[src/rtl/enemy_spawner.sv]
// enemy_spawner: drives the per-slot enable and 16-bit control word of
// NUM_SLOTS enemy instances from the frame-clock domain. After game_en rises,
// slots are enabled one at a time with a fixed spacing (RAMP). Once every slot
// is enabled, control words are rewritten round-robin (FULL). A difficulty
// level rises over time. Each level shortens the spawn interval and raises the
// speed field of newly written words.
//
// Configuration macro: SPAWNER_LEVEL_RAMP_EN
//   defined     - level ramp active (frame counter, shrinking interval, speed)
//   not defined - level fixed at 0, interval fixed at BASE_INTERVAL, speed 0
//
// Ports:
//   frame_clk  in   clock, one edge per video frame
//   rst        in   asynchronous, active-high reset
//   game_en    in   run request; low returns to IDLE and clears outputs
//   pause      in   freezes all state and outputs while high
//   en         out  per-slot enable, bit i drives enemy i
//   control    out  control word of slot i in bits [16i+15:16i]
//                   ([9:0] x start, [10] flip, [12:11] speed, [15:13] zero)
//   level      out  current difficulty level, 0..7
//   active_cnt out  number of enabled slots
module enemy_spawner #(
    parameter int unsigned NUM_SLOTS     = 4,
    parameter logic [15:0] SEED          = 16'hACE1,
    parameter int unsigned BASE_INTERVAL = 60,
    parameter int unsigned INTERVAL_STEP = 8,
    parameter int unsigned MIN_INTERVAL  = 16,
    parameter int unsigned LEVEL_FRAMES  = 600
) (
    input  logic                      frame_clk,
    input  logic                      rst,
    input  logic                      game_en,
    input  logic                      pause,
    output logic [NUM_SLOTS-1:0]      en,
    output logic [16*NUM_SLOTS-1:0]   control,
    output logic [2:0]                level,
    output logic [3:0]                active_cnt
);

    localparam int unsigned WORD_W = 16;
    localparam int unsigned CW     = WORD_W * NUM_SLOTS;
    localparam int unsigned TW     = 16;
    localparam int unsigned PW     = 3;

    typedef enum logic [1:0] {
        IDLE = 2'd0,
        RAMP = 2'd1,
        FULL = 2'd2
    } state_t;

    state_t               state, state_nxt;
    logic [15:0]          lfsr, lfsr_nxt;
    logic [TW-1:0]        timer, timer_nxt;
    logic [PW-1:0]        ptr, ptr_nxt;
    logic [2:0]           level_nxt;
    logic [NUM_SLOTS-1:0] en_nxt;
    logic [CW-1:0]        control_nxt;
    logic [3:0]           active_cnt_nxt;
    logic [WORD_W-1:0]    word_c;
    logic [TW-1:0]        interval_c;

`ifdef SPAWNER_LEVEL_RAMP_EN
    localparam int unsigned FW = $clog2(LEVEL_FRAMES);
    logic [FW-1:0] frame_cnt, frame_nxt;
`else
    logic unused_cfg;
    assign unused_cfg = ^32'(LEVEL_FRAMES);
`endif

    // Spawn interval for a given level, clamped at MIN_INTERVAL.
    function automatic logic [TW-1:0] interval_of(input logic [2:0] lvl);
        int v;
        v = int'(BASE_INTERVAL) - int'(lvl) * int'(INTERVAL_STEP);
        if (v < int'(MIN_INTERVAL)) begin
            v = int'(MIN_INTERVAL);
        end
        return TW'(v);
    endfunction

    // Control word from the current LFSR value; x folded into 0..639.
    function automatic logic [WORD_W-1:0] make_word(input logic [15:0] l,
                                                    input logic [2:0]  lvl);
        logic [9:0] x;
        x = (l[9:0] < 10'd640) ? l[9:0] : (l[9:0] - 10'd512);
        // level>>1 never exceeds 3 for a 3-bit level, so no clamp is needed.
        return {3'b000, lvl[2:1], l[10], x};
    endfunction

    // Fibonacci LFSR x^16+x^14+x^13+x^11+1, shifting left into bit 0.
    function automatic logic [15:0] lfsr_step(input logic [15:0] l);
        return {l[14:0], l[15] ^ l[13] ^ l[12] ^ l[10]};
    endfunction

    assign word_c     = make_word(lfsr, level);
    assign interval_c = interval_of(level);

    // State register and registered outputs.
    always_ff @(posedge frame_clk or posedge rst) begin
        if (rst) begin
            state      <= IDLE;
            lfsr       <= SEED;
            timer      <= '0;
            ptr        <= '0;
            level      <= '0;
            en         <= '0;
            control    <= '0;
            active_cnt <= '0;
        end else begin
            state      <= state_nxt;
            lfsr       <= lfsr_nxt;
            timer      <= timer_nxt;
            ptr        <= ptr_nxt;
            level      <= level_nxt;
            en         <= en_nxt;
            control    <= control_nxt;
            active_cnt <= active_cnt_nxt;
        end
    end

`ifdef SPAWNER_LEVEL_RAMP_EN
    // Running-frame counter that paces level increments.
    always_ff @(posedge frame_clk or posedge rst) begin
        if (rst) begin
            frame_cnt <= '0;
        end else begin
            frame_cnt <= frame_nxt;
        end
    end
`endif

    // Next-state and output logic; game_en low outranks pause and spawns.
    always_comb begin
        state_nxt   = state;
        lfsr_nxt    = lfsr;
        timer_nxt   = timer;
        ptr_nxt     = ptr;
        level_nxt   = level;
        en_nxt      = en;
        control_nxt = control;
`ifdef SPAWNER_LEVEL_RAMP_EN
        frame_nxt   = frame_cnt;
`endif

        if (!game_en) begin
            state_nxt   = IDLE;
            timer_nxt   = '0;
            ptr_nxt     = '0;
            level_nxt   = '0;
            en_nxt      = '0;
            control_nxt = '0;
`ifdef SPAWNER_LEVEL_RAMP_EN
            frame_nxt   = '0;
`endif
        end else if (!pause) begin
            lfsr_nxt = lfsr_step(lfsr);
            unique case (state)
                IDLE: begin
                    control_nxt[WORD_W-1:0] = word_c;
                    en_nxt[0]               = 1'b1;
                    ptr_nxt                 = PW'(1);
                    timer_nxt               = interval_c - TW'(1);
                    state_nxt               = RAMP;
                end
                RAMP, FULL: begin
`ifdef SPAWNER_LEVEL_RAMP_EN
                    if (frame_cnt == FW'(LEVEL_FRAMES - 1)) begin
                        frame_nxt = '0;
                        if (level != 3'd7) begin
                            level_nxt = level + 3'd1;
                        end
                    end else begin
                        frame_nxt = frame_cnt + FW'(1);
                    end
`endif
                    if (timer == '0) begin
                        for (int i = 0; i < int'(NUM_SLOTS); i++) begin
                            if (ptr == PW'(i)) begin
                                control_nxt[i*WORD_W +: WORD_W] = word_c;
                                en_nxt[i]                       = 1'b1;
                            end
                        end
                        // Reload uses the level in effect before this edge.
                        timer_nxt = interval_c - TW'(1);
                        if (ptr == PW'(NUM_SLOTS - 1)) begin
                            ptr_nxt   = '0;
                            state_nxt = FULL;
                        end else begin
                            ptr_nxt = ptr + PW'(1);
                        end
                    end else begin
                        timer_nxt = timer - TW'(1);
                    end
                end
                default: state_nxt = IDLE;
            endcase
        end
    end

    // Registered popcount of the next enable vector.
    always_comb begin
        active_cnt_nxt = '0;
        for (int i = 0; i < int'(NUM_SLOTS); i++) begin
            active_cnt_nxt = active_cnt_nxt + 4'(en_nxt[i]);
        end
    end

endmodule

[config.mk]
export PLATFORM = sky130hd
export DESIGN_NAME = enemy_spawner
export DESIGN_NICKNAME = d
export VERILOG_FILES = /design/src/rtl/enemy_spawner.sv
export SDC_FILE = /design/constraint.sdc
export NUM_CORES = 1
export LEC_CHECK = 0
export CORE_ASPECT_RATIO = 0.6
export CORE_MARGIN = 2
export CORE_UTILIZATION = 52
export DETAILED_ROUTE_END_ITERATION = 6
export HOLD_SLACK_MARGIN = 0.1
export PLACE_DENSITY = 0.8
export REMOVE_ABC_BUFFERS = 1
export SETUP_SLACK_MARGIN = 0.02
export SLEW_MARGIN = 20
export SYNTH_ARGS = -nofsm -noshare
export SYNTH_HDL_FRONTEND = slang
export SYNTH_SLANG_ARGS = --single-unit
[constraint.sdc]
create_clock -name frame_clk -period 3.9 [get_ports frame_clk]
set_clock_uncertainty 0.2 [all_clocks]
set_input_delay 0.39 -clock frame_clk [delete_from_list [all_inputs] [get_ports frame_clk]]
set_output_delay 0.39 -clock frame_clk [all_outputs]
set_load 0.02 [all_outputs]
==> results.md <==
- Status: complete, no violations
- Postcts setup bufs: 0
- Setup CP Type: flip-flop to flip-flop
- Pre-CTS setup slack: 750.7 ps
- Gr usage total: 21.27%
- Post-synth EDFFs: 0
- Largest net degree at the start of global routing: 44
- Worst Tran Pin Value: 821.7 ps
- Vias in the first global route: 2952
- RSZ-0062 raised after global routing: no
- Met2 WL: 3905 µm
- Crit start category: flip-flop
- Inserted Clock Buffers: 9
- Ant diodes: 0
- Slew Viols, Final: 0
- Leak Pwr: 2.417 nW
- CP required: 3920 ps
- Post-route cell area: 5012 µm²
- Most common cell after layout, fill and taps aside: dfrtp_1
- Final worst slack: 729.6 ps
- Tightest Hold Check Type: input pin to async pin
- Placed instance count: 529
- Finish-stage setup viols: 0
- Hold WS: 215.7 ps
- Commonest cells after routing, fill and taps aside: dfrtp_1, clkdlybuf4s50_1, nand2_1
- Worst slew margin: 45.11%
- Yosys warnings: 0
- Arrival time at the worst endpoint: 3190 ps
- DRT antenna net count: 0
- Post-Layout Cell Count: 545
- MaxCap Viol Count: 0
- Share of cells above drive strength 1: 12.81%
- Gate Count Post-Synth: 378
- Sequential cell area fraction in the yosys report: 53.09%
- Avg Inst Size Synth: 11.02 µm²
- Endpoint class of the critical path: flip-flop
- Top layer in use: met4
- # DRC: 0
- Yosys cell types: 48
- Layout area overhead: 20.30%
- H-tree depth: 3
- Fin. Hold Viols: 0
- Total number of vias: 2878
- Worst-path clk slew: 60 ps
- Async set-or-reset flop fraction in the synthesized netlist: 100.0%
- Iter 0 DRT Violations: 227
- DP Wirelength: 5949 µm
- Root Buffer: clkbuf_16
- Fin crit period: 3170 ps
- Share of the synthesized area in the top cell type: 48.05%
- Post-layout net count: 447
- DR WL/cell: 15.67 µm
- Met1 wire length: 4168 µm
- Power Dens Cells: 516.5 nW/µm²
- Post-synthesis instance area: 4166 µm²
- Clock Latency Late Sink: 340 ps
- Max Freq: 0.3154 GHz
- PortBufs: 54
- Die Area: 8768 µm²
- Tcrit/Tclk final: 81.29%
- Gr ovfl total: 0
- Vias per Instance: 5.281
- Critical-path maximum fanout: 9
- Die H: 73.34 µm
- Global-route wire length before repair: 14440 µm
- Worst r2r path cells: 9
- VDD IR-drop max: 271.1 µV
- Die width: 119.6 µm
- Main synth FF type: dfrtp_1
- # clock sinks: 88
- Cts repair resizes: 0
- Initial Util: 53.28%
- Site Rows: 25
- TritonCTS clock tree: yes
- FF+latch count, synth: 88
- Synth top area cells: dfrtp_1, mux2i_1, dfstp_2
- Final GP Congestion: 0.8813
- Placed Instance Area: 4741 µm²
- Aggregate routed wire length: 8540 µm
- Setup_tns: 0 ps
- Area leader, netlist: dfrtp_1
- Number of hold buffers added after cts: 0
- Met3 Routed Length: 450 µm
- Clock Tree Buf Depth: 2
- Initial antenna violation count: 0
- Top Ports: 79
- DRT Pass-1 Iters: 4
- Core Region: 7820 µm²
==> sequential cells by signal, summed over array words and instances (netlist names) <==
| signal | cells |
|---|---|
| control | 44 |
| timer | 16 |
| active_cnt | 3 |
| state | 2 |
| lfsr | 16 |
| en | 4 |
| ptr | 3 |
==> logic make-up after synthesis <==
kind of cell	after synthesis	synth area share (%)
xor gates and xnor gates	6	1.261
buffers and inverters	66	8.258
muxes	60	14.86
other	1	0.09000
AOI/OAI and AO/OA	48	7.388
and+or+nand+nor	98	11.56
adders and majority gates	11	3.484
DFF	88	53.09
==> critical path, stage by stage (launching register included) <==
cell and delay (ps):
dfrtp_1 410, inv_1 70, ha_1 180, nor3b_1 370, and4_1 460, nand3_1 180, a21oi_1 260, fa_1 460
ha_1 190, ha_1 270
==> Yosys cell counts, types with 2 or more instances <==
| cell type | n |
|---|---|
| buf_1 | 2 |
| or2_2 | 2 |
| a31oi_1 | 3 |
| inv_1 | 23 |
| nor3b_1 | 2 |
| nand3_1 | 3 |
| nand2_1 | 51 |
| o31ai_1 | 3 |
| a211oi_1 | 2 |
| nor2_1 | 11 |
| nor4_1 | 3 |
| nand4_1 | 3 |
| o21ai_0 | 12 |
| or3b_2 | 2 |
| mux2_2 | 15 |
| nor2b_1 | 3 |
| a32o_1 | 2 |
| dfrtp_1 | 80 |
| or3_1 | 2 |
| or3_2 | 2 |
| nor3_1 | 5 |
| xnor2_1 | 5 |
| dfstp_2 | 8 |
| a21oi_1 | 15 |
| clkbuf_1 | 12 |
| buf_2 | 5 |
| mux2i_1 | 45 |
| a2111o_1 | 2 |
| or4_1 | 4 |
| ha_1 | 10 |
| buf_4 | 24 |
==> per-layer routing <==
layer  vias up  track usage, %
li1       1356               -
met1      1438           29.44
met2        79           33.02
met3         5           7.531
met4         0           4.183
met5         -               0
==> stage by stage <==
step	total power [mW]	utilization, %
6_report	2.589	64.10
2_1_floorplan	1.598	-
3_5_place_dp	1.811	60.62
4_1_cts	2.611	64.10
3_3_place_gp	1.782	60.62
5_1_grt	2.731	64.10
==> final cells by class <==
| type | count | area [µm²] |
|---|---|---|
| sequential | 88 | 2212 |
| timing repair buffer | 63 | 603.1 |
| fill | 618 | 2808 |
| tap | 108 | 135.1 |
| clock buffer | 16 | 271.5 |
| inverter | 23 | 87.58 |
| multi-input combinational | 247 | 1703 |
==> power by group <==
part           leakage, nW  internal (mW)  switching [mW]  total [mW]
registers             1.17           1.09           0.116        1.20
clock network        0.131          0.467           0.316       0.784
logic                 1.12          0.271           0.332       0.603
total                 2.42           1.83           0.764        2.59
==> path summary, 6_finish.rpt <==
| kind | startpoint | to | slack, ps |
|---|---|---|---|
| min reg2reg | timer[0] | timer[0] | 320 |
| min | rst | control[0] | 220 |
| min in group frame_clk | game_en | state[0] | 240 |
| max reg2reg | timer[0] | active_cnt[1] | 730 |
| max in group asynchronous | rst | lfsr[7] | 2460 |
| max | timer[0] | active_cnt[1] | 730 |
Power figures use the tool's default switching activity.
